<file path="src/rtl/btn_pkg.sv">
// Shared definitions for the push-button conditioner: channel FSM states and
// the default debounce / long-press cycle counts for a 100 MHz fpga_clk.
package btn_pkg;

  // Per-channel debounce FSM states.
  typedef enum logic [1:0] {
    IDLE         = 2'd0,
    PRESS_WAIT   = 2'd1,
    HELD         = 2'd2,
    RELEASE_WAIT = 2'd3
  } btn_state_t;

  // 10 ms of stable input at 100 MHz before a change is accepted.
  localparam int DEBOUNCE_CYCLES_DEF = 1_000_000;

  // 1 s of continuous accepted hold before the long-press pulse.
  localparam int LONG_CYCLES_DEF = 100_000_000;

endpackage : btn_pkg

</file>
<file path="src/rtl/btn_debounce_ch.sv">
// One push-button channel: two-flop synchroniser, debounce FSM with a
// stability counter, and registered level / press / release pulses.
// Optional feature macro: BTN_LONG_PRESS_EN adds a hold counter and the
// one-shot long-press pulse; without it o_long is tied low.
module btn_debounce_ch
  import btn_pkg::*;
#(
  parameter int DEBOUNCE_CYCLES = DEBOUNCE_CYCLES_DEF
`ifdef BTN_LONG_PRESS_EN
  ,
  parameter int LONG_CYCLES = LONG_CYCLES_DEF
`endif
) (
  input  logic i_clk,
  input  logic i_rst,
  input  logic i_btn_raw,
  output logic o_level,
  output logic o_press,
  output logic o_release,
  output logic o_long
);

  localparam int CW = (DEBOUNCE_CYCLES > 1) ? $clog2(DEBOUNCE_CYCLES) : 1;
  localparam logic [CW-1:0] CNT_MAX = CW'(DEBOUNCE_CYCLES - 1);

  logic            r_sync1;
  logic            r_sync2;
  btn_state_t      r_state;
  logic [CW-1:0]   r_cnt;
  logic            r_level;
  logic            r_press;
  logic            r_release;

  btn_state_t      w_state_nxt;
  logic [CW-1:0]   w_cnt_nxt;
  logic            w_level_nxt;
  logic            w_press_nxt;
  logic            w_release_nxt;

  // Bring the asynchronous button into the fpga_clk domain.
  always_ff @(posedge i_clk or posedge i_rst) begin
    if (i_rst) begin
      r_sync1 <= 1'b0;
      r_sync2 <= 1'b0;
    end else begin
      r_sync1 <= i_btn_raw;
      r_sync2 <= r_sync1;
    end
  end

  // Debounce decision: a change is accepted only after CNT_MAX+1 stable samples.
  always_comb begin
    w_state_nxt   = r_state;
    w_cnt_nxt     = r_cnt;
    w_level_nxt   = r_level;
    w_press_nxt   = 1'b0;
    w_release_nxt = 1'b0;
    case (r_state)
      IDLE: begin
        w_level_nxt = 1'b0;
        if (r_sync2) begin
          w_state_nxt = PRESS_WAIT;
          w_cnt_nxt   = {CW{1'b0}};
        end else begin
          w_state_nxt = IDLE;
        end
      end
      PRESS_WAIT: begin
        if (!r_sync2) begin
          w_state_nxt = IDLE;
          w_cnt_nxt   = {CW{1'b0}};
        end else if (r_cnt == CNT_MAX) begin
          w_state_nxt = HELD;
          w_cnt_nxt   = {CW{1'b0}};
          w_level_nxt = 1'b1;
          w_press_nxt = 1'b1;
        end else begin
          w_cnt_nxt = r_cnt + CW'(1);
        end
      end
      HELD: begin
        w_level_nxt = 1'b1;
        if (!r_sync2) begin
          w_state_nxt = RELEASE_WAIT;
          w_cnt_nxt   = {CW{1'b0}};
        end else begin
          w_state_nxt = HELD;
        end
      end
      RELEASE_WAIT: begin
        if (r_sync2) begin
          // Bounce back to pressed: level never dropped, so no pulse.
          w_state_nxt = HELD;
          w_cnt_nxt   = {CW{1'b0}};
        end else if (r_cnt == CNT_MAX) begin
          w_state_nxt   = IDLE;
          w_cnt_nxt     = {CW{1'b0}};
          w_level_nxt   = 1'b0;
          w_release_nxt = 1'b1;
        end else begin
          w_cnt_nxt = r_cnt + CW'(1);
        end
      end
      default: begin
        w_state_nxt = IDLE;
        w_cnt_nxt   = {CW{1'b0}};
        w_level_nxt = 1'b0;
      end
    endcase
  end

  // FSM state, stability counter and registered outputs.
  always_ff @(posedge i_clk or posedge i_rst) begin
    if (i_rst) begin
      r_state   <= IDLE;
      r_cnt     <= {CW{1'b0}};
      r_level   <= 1'b0;
      r_press   <= 1'b0;
      r_release <= 1'b0;
    end else begin
      r_state   <= w_state_nxt;
      r_cnt     <= w_cnt_nxt;
      r_level   <= w_level_nxt;
      r_press   <= w_press_nxt;
      r_release <= w_release_nxt;
    end
  end

  assign o_level   = r_level;
  assign o_press   = r_press;
  assign o_release = r_release;

`ifdef BTN_LONG_PRESS_EN
  localparam int HW = (LONG_CYCLES > 1) ? $clog2(LONG_CYCLES) : 1;
  localparam logic [HW-1:0] HOLD_MAX = HW'(LONG_CYCLES - 1);

  logic [HW-1:0] r_hold;
  logic          r_long_done;
  logic          r_long;
  logic          w_hold_clr;
  logic          w_in_hold;

  // A fresh accepted press restarts the hold measurement.
  assign w_hold_clr = (r_state == PRESS_WAIT) && (w_state_nxt == HELD);
  // Bounces through RELEASE_WAIT keep counting toward the long press.
  assign w_in_hold  = (r_state == HELD) || (r_state == RELEASE_WAIT);

  // Saturating hold counter with a single long-press pulse per press.
  always_ff @(posedge i_clk or posedge i_rst) begin
    if (i_rst) begin
      r_hold      <= {HW{1'b0}};
      r_long_done <= 1'b0;
      r_long      <= 1'b0;
    end else if (w_hold_clr) begin
      r_hold      <= {HW{1'b0}};
      r_long_done <= 1'b0;
      r_long      <= 1'b0;
    end else if (w_in_hold) begin
      if (r_hold != HOLD_MAX) begin
        r_hold <= r_hold + HW'(1);
      end else begin
        r_hold <= r_hold;
      end
      r_long      <= (r_hold == HOLD_MAX) && !r_long_done;
      r_long_done <= r_long_done || (r_hold == HOLD_MAX);
    end else begin
      r_hold      <= {HW{1'b0}};
      r_long_done <= 1'b0;
      r_long      <= 1'b0;
    end
  end

  assign o_long = r_long;
`else
  assign o_long = 1'b0;
`endif

endmodule : btn_debounce_ch

</file>
<file path="src/rtl/btn_conditioner.sv">
// Push-button front end: N_BTN independent debounced channels plus an
// any-press summary for the mode controller.
// Optional feature macro: BTN_LONG_PRESS_EN enables the btn_long pulses.
module btn_conditioner
  import btn_pkg::*;
#(
  parameter int N_BTN           = 5,
  parameter int DEBOUNCE_CYCLES = DEBOUNCE_CYCLES_DEF,
  parameter int LONG_CYCLES     = LONG_CYCLES_DEF
) (
  input  logic             fpga_clk,
  input  logic             rst_ctrl,
  input  logic [N_BTN-1:0] btn_raw,
  output logic [N_BTN-1:0] btn_level,
  output logic [N_BTN-1:0] btn_press,
  output logic [N_BTN-1:0] btn_release,
  output logic [N_BTN-1:0] btn_long,
  output logic             any_press
);

  // Reject parameter sets the channel logic cannot honour.
  if ((DEBOUNCE_CYCLES < 2) || (LONG_CYCLES <= DEBOUNCE_CYCLES)) begin : g_bad_cfg
    $error("btn_conditioner: illegal DEBOUNCE_CYCLES/LONG_CYCLES");
  end

  for (genvar g = 0; g < N_BTN; g++) begin : g_ch
    btn_debounce_ch #(
      .DEBOUNCE_CYCLES(DEBOUNCE_CYCLES)
`ifdef BTN_LONG_PRESS_EN
      ,
      .LONG_CYCLES(LONG_CYCLES)
`endif
    ) u_ch (
      .i_clk     (fpga_clk),
      .i_rst     (rst_ctrl),
      .i_btn_raw (btn_raw[g]),
      .o_level   (btn_level[g]),
      .o_press   (btn_press[g]),
      .o_release (btn_release[g]),
      .o_long    (btn_long[g])
    );
  end

  // Registered press pulses OR-ed for the mode controller trigger.
  assign any_press = |btn_press;

endmodule : btn_conditioner

</file>
<file path="config.mk">
export PLATFORM = sky130hd
export DESIGN_NAME = btn_conditioner
export DESIGN_NICKNAME = d
export VERILOG_FILES = /design/src/rtl/btn_pkg.sv /design/src/rtl/btn_debounce_ch.sv /design/src/rtl/btn_conditioner.sv
export SDC_FILE = /design/constraint.sdc
export NUM_CORES = 1
export LEC_CHECK = 0
export BUFFER_PORTS_ARGS = -buffer_cell sky130_fd_sc_hd__buf_2
export CORE_ASPECT_RATIO = 0.5
export CORE_MARGIN = 5
export CORE_UTILIZATION = 55
export CTS_CLUSTER_DIAMETER = 80
export DETAILED_ROUTE_END_ITERATION = 6
export GPL_TIMING_DRIVEN = 1
export PLACE_DENSITY = 0.76
export SLEW_MARGIN = 25
export SYNTH_ARGS = -nofsm -noshare
export SYNTH_HDL_FRONTEND = slang
export SYNTH_SLANG_ARGS = --single-unit
export TNS_END_PERCENT = 1
</file>
<file path="constraint.sdc">
create_clock -name fpga_clk -period 3.9 [get_ports fpga_clk]
set_input_delay 0.195 -clock fpga_clk [delete_from_list [all_inputs] [get_ports fpga_clk]]
set_output_delay 0.195 -clock fpga_clk [all_outputs]
set_load 0.02 [all_outputs]
</file>
**Word level (Yosys, flattened, before mapping)**

Cells that the tools add are included.

- Eq/ne operators: 60
- Reductions and logical operators: 21
- Multiplexer cells: 115
- Add/sub/neg operators: 5

Operator list:

| operator | count |
|---|---|
| 20-bit two-way mux | 25 |
| 20-bit case mux with 4 select lines | 5 |
| 20-bit by 1-bit adder with 20-bit output, second input constant | 5 |
| 20-bit equality test, second input constant | 5 |
| 1-bit two-way mux | 55 |
| 2-bit two-way mux | 20 |
| 2-bit by 1-bit != test with 1-bit output, second input constant | 20 |
| 2-bit case mux with 4 select lines | 5 |
| 2-bit equality test, second input constant | 10 |
| 2-bit != test, second input constant | 10 |
| 1-bit case mux with 4 select lines | 5 |
| 2-bit AND reduction | 10 |
| 4-bit AND reduction | 5 |
| 3-bit by 1-bit != test with 1-bit output, second input constant | 5 |
| 3-bit != test, second input constant | 5 |
| 2-bit by 1-bit equality test with 1-bit output, second input constant | 5 |
| 2-bit zero test | 5 |
| 5-bit OR reduction | 1 |

- Output and inout port bits: 21
- Bits in registers: 135

**Longest topological paths before layout**

Gate-level depths: netlist of run 1.

- Word-level depth: 4
- Depth in mapped cells: 8

**By module**

A second synthesis of run 1 with hierarchy kept.

- Cells, all modules: 832
- Area total of the unflattened synthesis: 7,991.4 µm²

By module, submodules not included:

| module | area an instance (µm²) | instances | sequential area each (µm²) | cells an instance |
|---|---|---|---|---|
| btn_debounce_ch (g_ch[1].u_ch ...) | 1,610.3 | 3 | 675.6 | 169 |
| btn_debounce_ch (g_ch[0].u_ch) | 1,680.4 | 1 | 675.6 | 166 |
| btn_debounce_ch (g_ch[4].u_ch) | 1,467.7 | 1 | 675.6 | 156 |
| btn_conditioner | 12.5 | 1 | 0.0 | 3 |

**Least setup slack after synthesis of run 1**

No wires, ideal clock.

- Path kind: register to register
- From: reg g_ch[2].u_ch.r_state[0]
- To: reg g_ch[2].u_ch.r_cnt[15]
- Clock period less this slack: 2.017 ns
- Data arrival time: 1.885 ns
- Buffers on the path: 0
- Cell stages (with the launch flop): 8
- Path slack: 1.883 ns
- Cells stage by stage: dfrtp_1 inv_1 ha_1 mux2_2 or4_1 nor3_1 xnor2_1 nor2_1

- Cells in the longest elaborated chain, start to end: 3
- Elaborated cells on any way between the ends: 8

RTL lines:

| what | line | source |
|---|---|---|
| start, declared | btn_debounce_ch.sv:28 | `btn_state_t r_state;` |
| start signal, assigned | btn_debounce_ch.sv:121 | `r_state <= w_state_nxt;` |
| 2-bit equality test or 2-bit zero test (tied branches) | btn_debounce_ch.sv:58 | `case (r_state)` |
| 2-bit != test (no line) or 2-bit by 1-bit != test with 1-bit output (tied branches) | -- |  |
| 2-bit AND reduction (no line) | -- |  |
| end signal, assigned | btn_debounce_ch.sv:116 | `r_cnt <= {CW{1'b0}};` |
| end signal, assigned | btn_debounce_ch.sv:122 | `r_cnt <= w_cnt_nxt;` |
| end, declared | btn_debounce_ch.sv:29 | `logic [CW-1:0] r_cnt;` |

Parallel ways exist; a longest one is shown, timed or not.
A chain may end at the register's enable or synchronous reset.

**Worst setup path in the final report of run 1**

- From: reg g_ch[1].u_ch.r_cnt[0]
- To: reg g_ch[1].u_ch.r_cnt[16]

- Cells in the longest elaborated chain, start to end: 4
- Elaborated cells on any way between the ends: 6

RTL lines:

| what | line |
|---|---|
| start, declared | btn_debounce_ch.sv:29 |
| start signal, assigned | btn_debounce_ch.sv:116 |
| start signal, assigned | btn_debounce_ch.sv:122 |
| 20-bit by 1-bit adder with 20-bit output or 20-bit equality test (tied branches) | -- |
| 20-bit two-way mux * | btn_debounce_ch.sv:72, btn_debounce_ch.sv:95 |
| 20-bit two-way mux, on equally long branches | btn_debounce_ch.sv:91, btn_debounce_ch.sv:69 |
| 20-bit case mux with 4 select lines * | btn_debounce_ch.sv:58 |

Every way passes the cells marked *; elsewhere a longest branch is shown, timed or not.

==> results.py, run 1 <==
metrics = {
    "run_status": {
        "outcome": "completed",
    },
    "floorplanning": {
        "num_rows": 29,
        "initial_core_util_pct": 57.1,
        "io_pins": 28,
        "fp.dieArea_um2": 15900,
        "coreArea_um2": 12900,
        "dieWidth_um": 173,
        "die_h_um": 91.7,
    },
    "clock_network": {
        "clk_latency_ns": 0.42,
        "path_clk_slew_ns": 0.06,
        "cts-root-buf": "clkbuf_16",
        "cts_max_path_buffers": 2,
        "htreeDepth": 4,
        "post_cts_resized": 0,
        "cts_buffers": 17,
        "clock_sinks": 135,
        "cts_tree": "built",
    },
    "setup_path": {
        "r2r_cells": 6,
        "r2r-end": "g_ch[1].u_ch.r_cnt[16]",
        "criticalPathCategory": "reg2reg",
        "end_kind": "flip-flop",
        "ff2ff_setup_slack_ns": 1.27,
        "worstSetupStartpointType": "flip-flop",
        "crit_arrival_ns": 2.89,
        "r2r_start": "g_ch[1].u_ch.r_cnt[0]",
        "crit_required_ns": 4.16,
        "crit_fanout": 14,
    },
    "layout": {
        "mostFrequentLayoutCell": "dfrtp_1",
        "finalNetCount": 828,
        "final_cell_mix": "dfrtp_1 (135), nor2_1 (112), nand2_1 (75)",
        "diodes": 0,
        "nFillCells": 997,
        "area_growth_pct": 11.2,
        "drive_above_1_share_pct": 10.3,
    },
    "min_path": {
        "worstHoldEndpoint": "g_ch[1].u_ch.r_sync2",
        "hold_start": "g_ch[1].u_ch.r_sync1",
        "holdPathStages": 0,
        "hold_path.class": "reg2reg",
    },
    "timing": {
        "fmax_ghz": 0.380,
        "relSlewSlack_pct": 40.7,
        "final.min_clock_period_ns": 2.63,
        "setup_tns_ns": 0,
        "timing.final.ws_setup_ns": 1.27,
        "setup_violations": 0,
        "fin_crit_sh_pct": 67.5,
        "finalHoldViolCount": 0,
        "hold-worst-slack_ns": 0.342,
        "fin_skew_ns": 0.0107,
        "worstMarginPinSlew_ns": 0.886,
        "slew_viol_final": 0,
        "rsz0062_at_grt": "false",
    },
    "placed_design": {
        "place.gp.congestion": 0.866,
        "place_hpwl_um": 9550,
        "pre_cts_ws_ns": 1.29,
        "portBuffers": 22,
    },
    "pwr": {
        "power_per_cell_area_nw_per_um2": 559,
        "p_total_mw": 4.57,
        "power_switching_mw": 1.57,
        "combinationalPowerShare_pct": 27.0,
        "p_int_mw": 3.00,
        "ir_worst_vdd_uv": 312,
        "cellLeakagePower_nw": 3.51,
        "pwr-share-seq_pct": 35.6,
        "power_frac_clock_pct": 37.3,
        "swShare_pct": 34.4,
    },
    "synthesis": {
        "yosysSeqAreaShare_pct": 46.0,
        "synth.avg_cell_area_um2": 9.51,
        "synth_edf_count": 0,
        "async_flop_share_pct": 100,
        "netlist_instances": 773,
        "ys_warn_count": 0,
        "ys.flop_type": "dfrtp_1",
        "netlist_area_um2": 7350,
        "ys_ff_latch": 135,
        "synth_cell_types": 59,
    },
    "routing": {
        "wirelength_um": 14300,
        "dr.pass1.iters": 7,
        "viasPerCell": 5.69,
        "drc": 0,
        "route.vias.total": 5542,
        "drtIter0Drc": 688,
        "avgRoutedWirePerCell_um": 14.7,
        "ant_nets": 0,
    },
    "global_routing": {
        "grt_pass1_vias": 5447,
        "overflow": 0,
        "grt_max_degree": 106,
        "antenna_found_initial": 0,
        "grt_usage_pct": 18.8,
        "grt_pass1_wl_um": 25200,
    },
    "run": {
        "drv_cap": 0,
    },
}
## metal layers
metal	vias up	global-route usage, %	part of all wire, %
li1	2709	-	-
met1	2705	24.9	47
met4	0	6.04	1.5
met2	106	31.4	48
met5	-	0	0
met3	22	4.11	3.5
## critical path, cell delays in order, from the launching register on
cell and delay, ns:
dfrtp_1 0.39, ha_1 0.23, nand2_1 0.13, nor4_1 0.48, a22oi_1 0.36, nor2_1 0.76
nor2_1 0.13
## cell usage after synthesis (all sizes together), types with 5 or more instances
master / number / area [um^2]
a21o: 6 / 45.0
a21oi: 20 / 115
a31oi: 5 / 37.5
and2: 8 / 50.1
and3: 12 / 75.1
and4: 9 / 80.1
buf: 26 / 185
clkbuf: 8 / 31.3
dfrtp: 135 / 3380
ha: 30 / 375
inv: 27 / 101
mux2: 9 / 105
mux2i: 8 / 80.1
nand2: 76 / 288
nand2b: 11 / 68.8
nand3: 48 / 240
nand3b: 7 / 52.6
nand4: 26 / 163
nor2: 112 / 420
nor3: 15 / 85.1
nor3b: 7 / 52.6
nor4: 14 / 145
o21ai: 32 / 160
o31ai: 8 / 60.1
xnor2: 22 / 193
xor2: 45 / 394
## repair_timing
action	4_1_cts	5_1_grt
hold endpoints to repair	5	29
setup buffers	0	0
hold buffers	5	1
endpoints found under the setup margin	0	0
## state kept, by name, indices dropped and copies added, names as in the netlist, named ones only
name / count
g_ch.u_ch.r_state: 5
g_ch.u_ch.o_press: 5
g_ch.u_ch.r_sync1: 5
g_ch.u_ch.r_cnt: 100
g_ch.u_ch.o_release: 5
g_ch.u_ch.o_level: 5
g_ch.u_ch.r_sync2: 5
## power by group through the flow
stage	Clock [mW]	Sequential, mW	Combinational, mW
after floorplan	0	1.62	1.03
after global placement	0	1.64	1.17
after detailed placement	0	1.65	1.22
after CTS	1.73	1.63	1.24
after global routing	1.80	1.65	1.40
final	1.71	1.63	1.24
## worst max path at each step
stage	end	start	slack, ns
5_1_grt	g_ch[1].u_ch.r_cnt[7]	g_ch[1].u_ch.r_cnt[0]	1.00
3_5_place_dp	g_ch[1].u_ch.r_cnt[15]	g_ch[1].u_ch.r_cnt[0]	1.29
4_1_cts	g_ch[1].u_ch.r_cnt[16]	g_ch[1].u_ch.r_cnt[0]	1.29
6_report	g_ch[1].u_ch.r_cnt[16]	g_ch[1].u_ch.r_cnt[0]	1.27
2_1_floorplan	async pin	rst_ctrl	0.09
3_3_place_gp	g_ch[1].u_ch.r_cnt[15]	g_ch[1].u_ch.r_cnt[0]	1.42
## kinds of logic after synthesis
group           synth area share (%)
fa+ha+maj                       5.11
xor+xnor                        7.98
mux                             2.52
simple gates                    25.8
buf+inv                         4.32
compound gates                  8.24
other cells                   0.0510
flops                           46.0
## final cells by class
type	instances	area, um^2	area share, %
multi-input cells	581	3670	44.9
clock buffers	17	425	5.20
flip-flops and latches	135	3380	41.3
inverters	27	109	1.33
repair buffers	29	178	2.17
well taps	170	213	2.60
clock inverters	15	203	2.48
## through the flow
stage / std cells / instance area [um^2] / util [%]
3_3_place_gp: 936 / 7480 / 58.1
4_1_cts: 973 / 8160 / 63.4
2_1_floorplan: 777 / 7370 / -
3_5_place_dp: 936 / 7480 / 58.1
5_1_grt: 974 / 8180 / 63.5
6_report: 974 / 8180 / 63.5
(Power assumes the default switching activity.)
==> run 2: changes to the inputs <==
--- a/config.mk
+++ b/config.mk
@@ -12,7 +12,7 @@
 export CTS_CLUSTER_DIAMETER = 80
 export DETAILED_ROUTE_END_ITERATION = 6
 export GPL_TIMING_DRIVEN = 1
-export PLACE_DENSITY = 0.76
+export PLACE_DENSITY = 0.73
 export SLEW_MARGIN = 25
 export SYNTH_ARGS = -nofsm -noshare
 export SYNTH_HDL_FRONTEND = slang
==> constraint.sdc (replaced) <==
create_clock -name fpga_clk -period 2.44 [get_ports fpga_clk]
set_input_delay 0.122 -clock fpga_clk [delete_from_list [all_inputs] [get_ports fpga_clk]]
set_output_delay 0.122 -clock fpga_clk [all_outputs]
set_load 0.02 [all_outputs]
==> run 2 against run 1 <==
Critical path type unchanged. Sequential cell count unchanged. Count of clock-buffer cells in the layout rose by 2. Power increased by 66%. Cell count grew 1.2%. Routed wire length shrank 0.42%. Critical endpoint is now g_ch[2].u_ch.r_cnt[15]. The run now ends with negative hold slack left.
==> results.py, run 2 (same netlist as run 1, synthesis figures left out) <==
metrics = {
    "timing": {
        "relSlewSlack_pct": 44.0,
        "finalHoldViolCount": 24,
        "worstMarginPinSlew_ns": 0.840,
        "setup_tns_ns": 0,
        "fmax_ghz": 0.455,
        "fin_crit_sh_pct": 90.2,
        "rsz0062_at_grt": "false",
        "final.min_clock_period_ns": 2.20,
        "setup_violations": 0,
        "slew_viol_final": 0,
        "hold-worst-slack_ns": -0.0131,
        "fin_skew_ns": 0.00943,
    },
    "clock_network": {
        "clock_sinks": 135,
        "cts_max_path_buffers": 2,
        "cts-root-buf": "clkbuf_16",
        "cts_buffers": 17,
        "path_clk_slew_ns": 0.06,
        "clk_latency_ns": 0.41,
        "htreeDepth": 4,
        "cts_tree": "built",
    },
    "global_routing": {
        "grt_usage_pct": 19.0,
        "grt_pass1_vias": 5359,
        "overflow": 0,
        "grt_pass1_wl_um": 25200,
        "antenna_found_initial": 0,
        "grt_max_degree": 69,
    },
    "routing": {
        "avgRoutedWirePerCell_um": 14.5,
        "drtIter0Drc": 430,
        "drc": 0,
        "ant_nets": 0,
        "wirelength_um": 14300,
        "route.vias.total": 5513,
        "viasPerCell": 5.59,
        "dr.pass1.iters": 5,
    },
    "run_status": {
        "violations": "negative hold slack",
        "outcome": "finished, violations left",
    },
    "floorplanning": {
        "dieWidth_um": 173,
        "num_rows": 29,
        "fp.dieArea_um2": 15900,
        "io_pins": 28,
        "die_h_um": 91.7,
        "initial_core_util_pct": 57.1,
        "coreArea_um2": 12900,
    },
    "setup_path": {
        "crit_fanout": 9,
        "end_kind": "flip-flop",
        "crit_path_cell_trace": "inv_1 > ha_1 > mux2_2 > or4_1 > nor3_1 > xnor2_1 > nor2_1",
        "r2r-end": "g_ch[2].u_ch.r_cnt[15]",
        "ff2ff_setup_slack_ns": 0.24,
        "criticalPathCategory": "reg2reg",
        "r2r_cells": 7,
        "slowest_delay_ns": 0.57,
        "crit_arrival_ns": 2.47,
        "crit_required_ns": 2.71,
        "worstSetupStartpointType": "flip-flop",
        "r2r_start": "g_ch[2].u_ch.r_state[0]",
        "slowest_stage": "or4_1",
    },
    "pwr": {
        "power_per_cell_area_nw_per_um2": 912,
        "ir_worst_vdd_uv": 564,
        "cellLeakagePower_nw": 3.59,
    },
    "layout": {
        "regMostFlops": "g_ch.u_ch.r_cnt",
        "nFillCells": 1029,
        "utilization_pct": 64.4,
        "finalNetCount": 840,
        "largest_register_ff_count": 100,
        "drive_above_1_share_pct": 11.6,
        "area_growth_pct": 12.9,
        "final_cell_mix": "dfrtp_1 (135), nor2_1 (112), nand2_1 (75)",
        "diodes": 0,
        "mostFrequentLayoutCell": "dfrtp_1",
        "stdcell_area_um2": 8300,
    },
    "placed_design": {
        "place_hpwl_um": 9410,
        "place_area_um2": 7580,
        "place.gp.congestion": 0.820,
        "portBuffers": 22,
    },
    "run": {
        "drv_cap": 0,
    },
    "min_path": {
        "hold_path.class": "in2async",
    },
}
[run 2: routing by layer]
metal | vias up | part of all wire [%] | GRT usage [%] | wire (um)
li1 | 2723 | - | - | -
met1 | 2699 | 50 | 25.9 | 7130
met5 | - | 0 | 0 | 0
met3 | 14 | 3.1 | 4.11 | 437
met2 | 77 | 46 | 30.6 | 6570
met4 | 0 | 0.87 | 6.37 | 124
[run 2: area by class of cell]
| class | instances | area [um^2] | share of cell area, % |
|---|---|---|---|
| Timing Repair Buffer | 41 | 265 | 3.20 |
| Multi-Input combinational cell | 581 | 3680 | 44.3 |
| Clock inverter | 13 | 228 | 2.74 |
| Clock buffer | 19 | 433 | 5.22 |
| Tap cell | 170 | 213 | 2.56 |
| Sequential cell | 135 | 3380 | 40.7 |
| Inverter | 27 | 105 | 1.27 |
[run 2: stage by stage]
stage | instances | worst slack (ns) | hold WS (ns) | total power [mW]
finish | 986 | 0.240 | -0.0131 | 7.57
global route | 986 | 0.0399 | 0.0748 | 8.02
CTS | 986 | 0.183 | 0.0223 | 7.61
detailed placement | 949 | 0.223 | 0.231 | 4.68
global placement | 949 | 0.247 | 0.230 | 4.62
floorplan | 777 | 0.423 | 0.153 | 4.23
[run 2: how the worst max path moves through the flow]
stage,startpoint,slack [ns],end
after floorplan,g_ch[2].u_ch.r_state[0],0.42,g_ch[2].u_ch.r_cnt[15]
after global placement,g_ch[1].u_ch.r_cnt[0],0.25,g_ch[1].u_ch.r_cnt[16]
after detailed placement,g_ch[1].u_ch.r_cnt[0],0.22,g_ch[1].u_ch.r_cnt[14]
after CTS,g_ch[1].u_ch.r_cnt[0],0.18,g_ch[1].u_ch.r_cnt[16]
after global routing,g_ch[2].u_ch.r_state[0],0.04,g_ch[2].u_ch.r_cnt[15]
final,g_ch[2].u_ch.r_state[0],0.24,g_ch[2].u_ch.r_cnt[15]
[run 2: worst max-delay path: cells and delay by family (launching register included)]
kind,cells,cell delay (ns)
XOR/XNOR,1,0.14
AND/OR/NAND/NOR,3,0.82
flip-flops,1,0.39
adder cells (fa/ha/maj),1,0.23
multiplexers,1,0.35
buffers and inverters,1,0.11
[run 2: report_power, final]
group	internal, mW	switching [mW]	total [mW]
logic	0.748	1.34	2.09
registers	2.42	0.179	2.60
clock network	1.91	0.969	2.88
[run 2: timing repair]
action | CTS | global route
buffers inserted | 0 | 0
hold buffers | 5 | 0
hold endpoints to repair | 5 | 0
endpoints found under the setup margin | 0 | 1
gates resized for setup | 0 | 1
==> run 3: changes to the inputs <==
--- a/config.mk
+++ b/config.mk
@@ -6,13 +6,13 @@
 export NUM_CORES = 1
 export LEC_CHECK = 0
 export BUFFER_PORTS_ARGS = -buffer_cell sky130_fd_sc_hd__buf_2
-export CORE_ASPECT_RATIO = 0.5
+export CORE_ASPECT_RATIO = 1.25
 export CORE_MARGIN = 5
-export CORE_UTILIZATION = 55
+export CORE_UTILIZATION = 44
 export CTS_CLUSTER_DIAMETER = 80
 export DETAILED_ROUTE_END_ITERATION = 6
 export GPL_TIMING_DRIVEN = 1
-export PLACE_DENSITY = 0.73
+export PLACE_DENSITY = 0.61
 export SLEW_MARGIN = 25
 export SYNTH_ARGS = -nofsm -noshare
 export SYNTH_HDL_FRONTEND = slang
==> run 3 against run 2 <==
The flow now finishes without violations. Worst setup slack better by 0.0026 ns. Critical path depth unchanged. Die area up 22%. Register-to-register slack about the same. Sequential power about the same. Combinational power about the same. Final area up 0.23%. Sequential share of layout area down 0.092 points. Clock power down 9.7%. Cell count up 4.9%. Largest cell class unchanged. Largest power group is now registers.
==> results.py, run 3 (same netlist as run 1, synthesis figures left out) <==
metrics = {
    "floorplanning": {
        "dieWidth_um": 126,
        "coreArea_um2": 16300,
        "num_rows": 52,
        "fp.dieArea_um2": 19400,
        "initial_core_util_pct": 45.0,
        "io_pins": 28,
        "die_h_um": 155,
    },
    "clock_network": {
        "clk_latency_ns": 0.42,
        "clock_sinks": 135,
        "cts-hold-fix-buffers": 6,
        "htreeDepth": 4,
        "post-cts-setup-buffer-count": 0,
        "cts_tree": "built",
        "cts_max_path_buffers": 2,
        "path_clk_slew_ns": 0.06,
        "post_cts_resized": 0,
        "cts_buffers": 17,
        "cts-root-buf": "clkbuf_16",
    },
    "layout": {
        "diodes": 0,
        "final_cell_mix": "dfrtp_1 (135), nor2_1 (112), nand2_1 (75)",
        "stdcell_area_um2": 8320,
        "mostFrequentLayoutCell": "dfrtp_1",
        "largest_register_ff_count": 100,
        "multiInputGateArea_um2": 3670,
        "regMostFlops": "g_ch.u_ch.r_cnt",
        "finalNetCount": 842,
        "drive_above_1_share_pct": 11.7,
        "area_growth_pct": 13.1,
        "regArea_um2": 3380,
        "nFillCells": 1515,
    },
    "setup_path": {
        "r2r-end": "g_ch[1].u_ch.r_cnt[11]",
        "crit_required_ns": 2.74,
        "end_kind": "flip-flop",
        "worstSetupStartpointType": "flip-flop",
        "cp-endpoint": "g_ch[1].u_ch.r_cnt[11]",
        "slowest_stage": "nor3_2",
        "r2r_start": "g_ch[1].u_ch.r_state[0]",
        "crit_path_cell_trace": "inv_1 > ha_1 > mux2_2 > nor3_2 > nand3_1 > a21o_1 > a22o_1",
        "slowest_delay_ns": 0.42,
        "criticalPathCategory": "reg2reg",
        "critPathLaunch": "g_ch[1].u_ch.r_state[0]",
        "ff2ff_setup_slack_ns": 0.24,
        "crit_arrival_ns": 2.50,
        "r2r_cells": 7,
        "crit_fanout": 11,
    },
    "global_routing": {
        "grt_pass1_vias": 5551,
        "overflow": 0,
        "grt_usage_pct": 15.3,
        "antenna_found_initial": 0,
        "grt_pass1_wl_um": 24900,
        "grt_max_degree": 136,
    },
    "timing": {
        "setup_tns_ns": 0,
        "fin_crit_sh_pct": 90.1,
        "final.min_clock_period_ns": 2.20,
        "slew_viol_final": 0,
        "setup_violations": 0,
        "hold-worst-slack_ns": 0.341,
        "rsz0062_at_grt": "false",
        "finalHoldViolCount": 0,
        "fmax_ghz": 0.455,
        "timing.final.ws_setup_ns": 0.243,
        "fin_skew_ns": 0.00841,
        "relSlewSlack_pct": 47.8,
        "worstMarginPinSlew_ns": 0.783,
    },
    "routing": {
        "viasPerCell": 5.27,
        "drtIter0Drc": 315,
        "routed.top_layer": "met4",
        "detailroute.wirelength.met2_um": 6860,
        "ant_nets": 0,
        "wl_met3_um": 454,
        "drc": 0,
        "route.vias.total": 5450,
        "wl_met1_um": 6570,
        "dr.pass1.iters": 4,
        "wirelength_um": 14100,
        "avgRoutedWirePerCell_um": 13.7,
    },
    "run_status": {
        "outcome": "completed",
    },
    "run": {
        "drv_cap": 0,
    },
    "pwr": {
        "p_total_mw": 7.28,
        "cellLeakagePower_nw": 3.57,
        "ir_worst_vdd_uv": 616,
        "power_per_cell_area_nw_per_um2": 875,
    },
    "placed_design": {
        "place_hpwl_um": 9940,
        "place_area_um2": 7660,
        "portBuffers": 22,
        "place.gp.congestion": 0.815,
        "pre_cts_ws_ns": 0.249,
    },
    "min_path": {
        "hold_path.class": "in2reg",
    },
}
[run 3: cell types whose count changed in the layout (fill, tap and decap cells not counted), sizes merged]
cell | before | now
dlygate4sd3 | 5 | 6
clkinvlp | 3 | 4
bufinv | 6 | 3
clkinv | 5 | 7
buf | 36 | 37
[run 3: routing by layer]
metal,vias to the layer above,track usage (%)
met5,-,0
met4,0,5.63
met3,18,4.24
met2,61,25.5
met1,2636,19.1
li1,2735,-
[run 3: final cells by class]
cell class | instances | share of cell area (%)
flip-flops and latches | 135 | 40.6
clock inverters | 13 | 1.87
inverters | 27 | 1.26
well taps | 216 | 3.25
clock buffers | 19 | 5.33
repair buffers | 43 | 3.55
multi-input cells | 581 | 44.1
[run 3: how the worst min path moves through the flow]
stage          startpoint                   end  slack, ns  cells past startpoint
4_1_cts        btn_raw[0]  g_ch[0].u_ch.r_sync1       0.32                      2
6_report       btn_raw[4]  g_ch[4].u_ch.r_sync1       0.34                      2
3_5_place_dp   btn_raw[3]  g_ch[3].u_ch.r_sync1       0.23                      1
2_1_floorplan  btn_raw[0]  g_ch[0].u_ch.r_sync1       0.15                      0
5_1_grt        btn_raw[3]  g_ch[3].u_ch.r_sync1       0.34                      2
3_3_place_gp   btn_raw[0]  g_ch[0].u_ch.r_sync1       0.23                      1
[run 3: where the power goes]
part | switching, mW | internal, mW
clock | 0.970 | 1.63
sequential | 0.180 | 2.42
combinational | 1.32 | 0.765
[run 3: metrics by stage]
| stage | std cells | utilization, % |
|---|---|---|
| after global routing | 1034 | 50.9 |
| after CTS | 1034 | 50.9 |
| after global placement | 996 | 46.9 |
| after detailed placement | 996 | 46.9 |
| after floorplan | 777 | - |
| final | 1034 | 50.9 |
[run 3: worst max-delay path: cells and delay by family, from the launching register on]
| family | cells | cell delay, ns |
|---|---|---|
| simple gates | 2 | 0.59 |
| fa+ha+maj | 1 | 0.24 |
| compound gates | 2 | 0.38 |
| flops | 1 | 0.39 |
| mux | 1 | 0.37 |
| buf+inv | 1 | 0.11 |
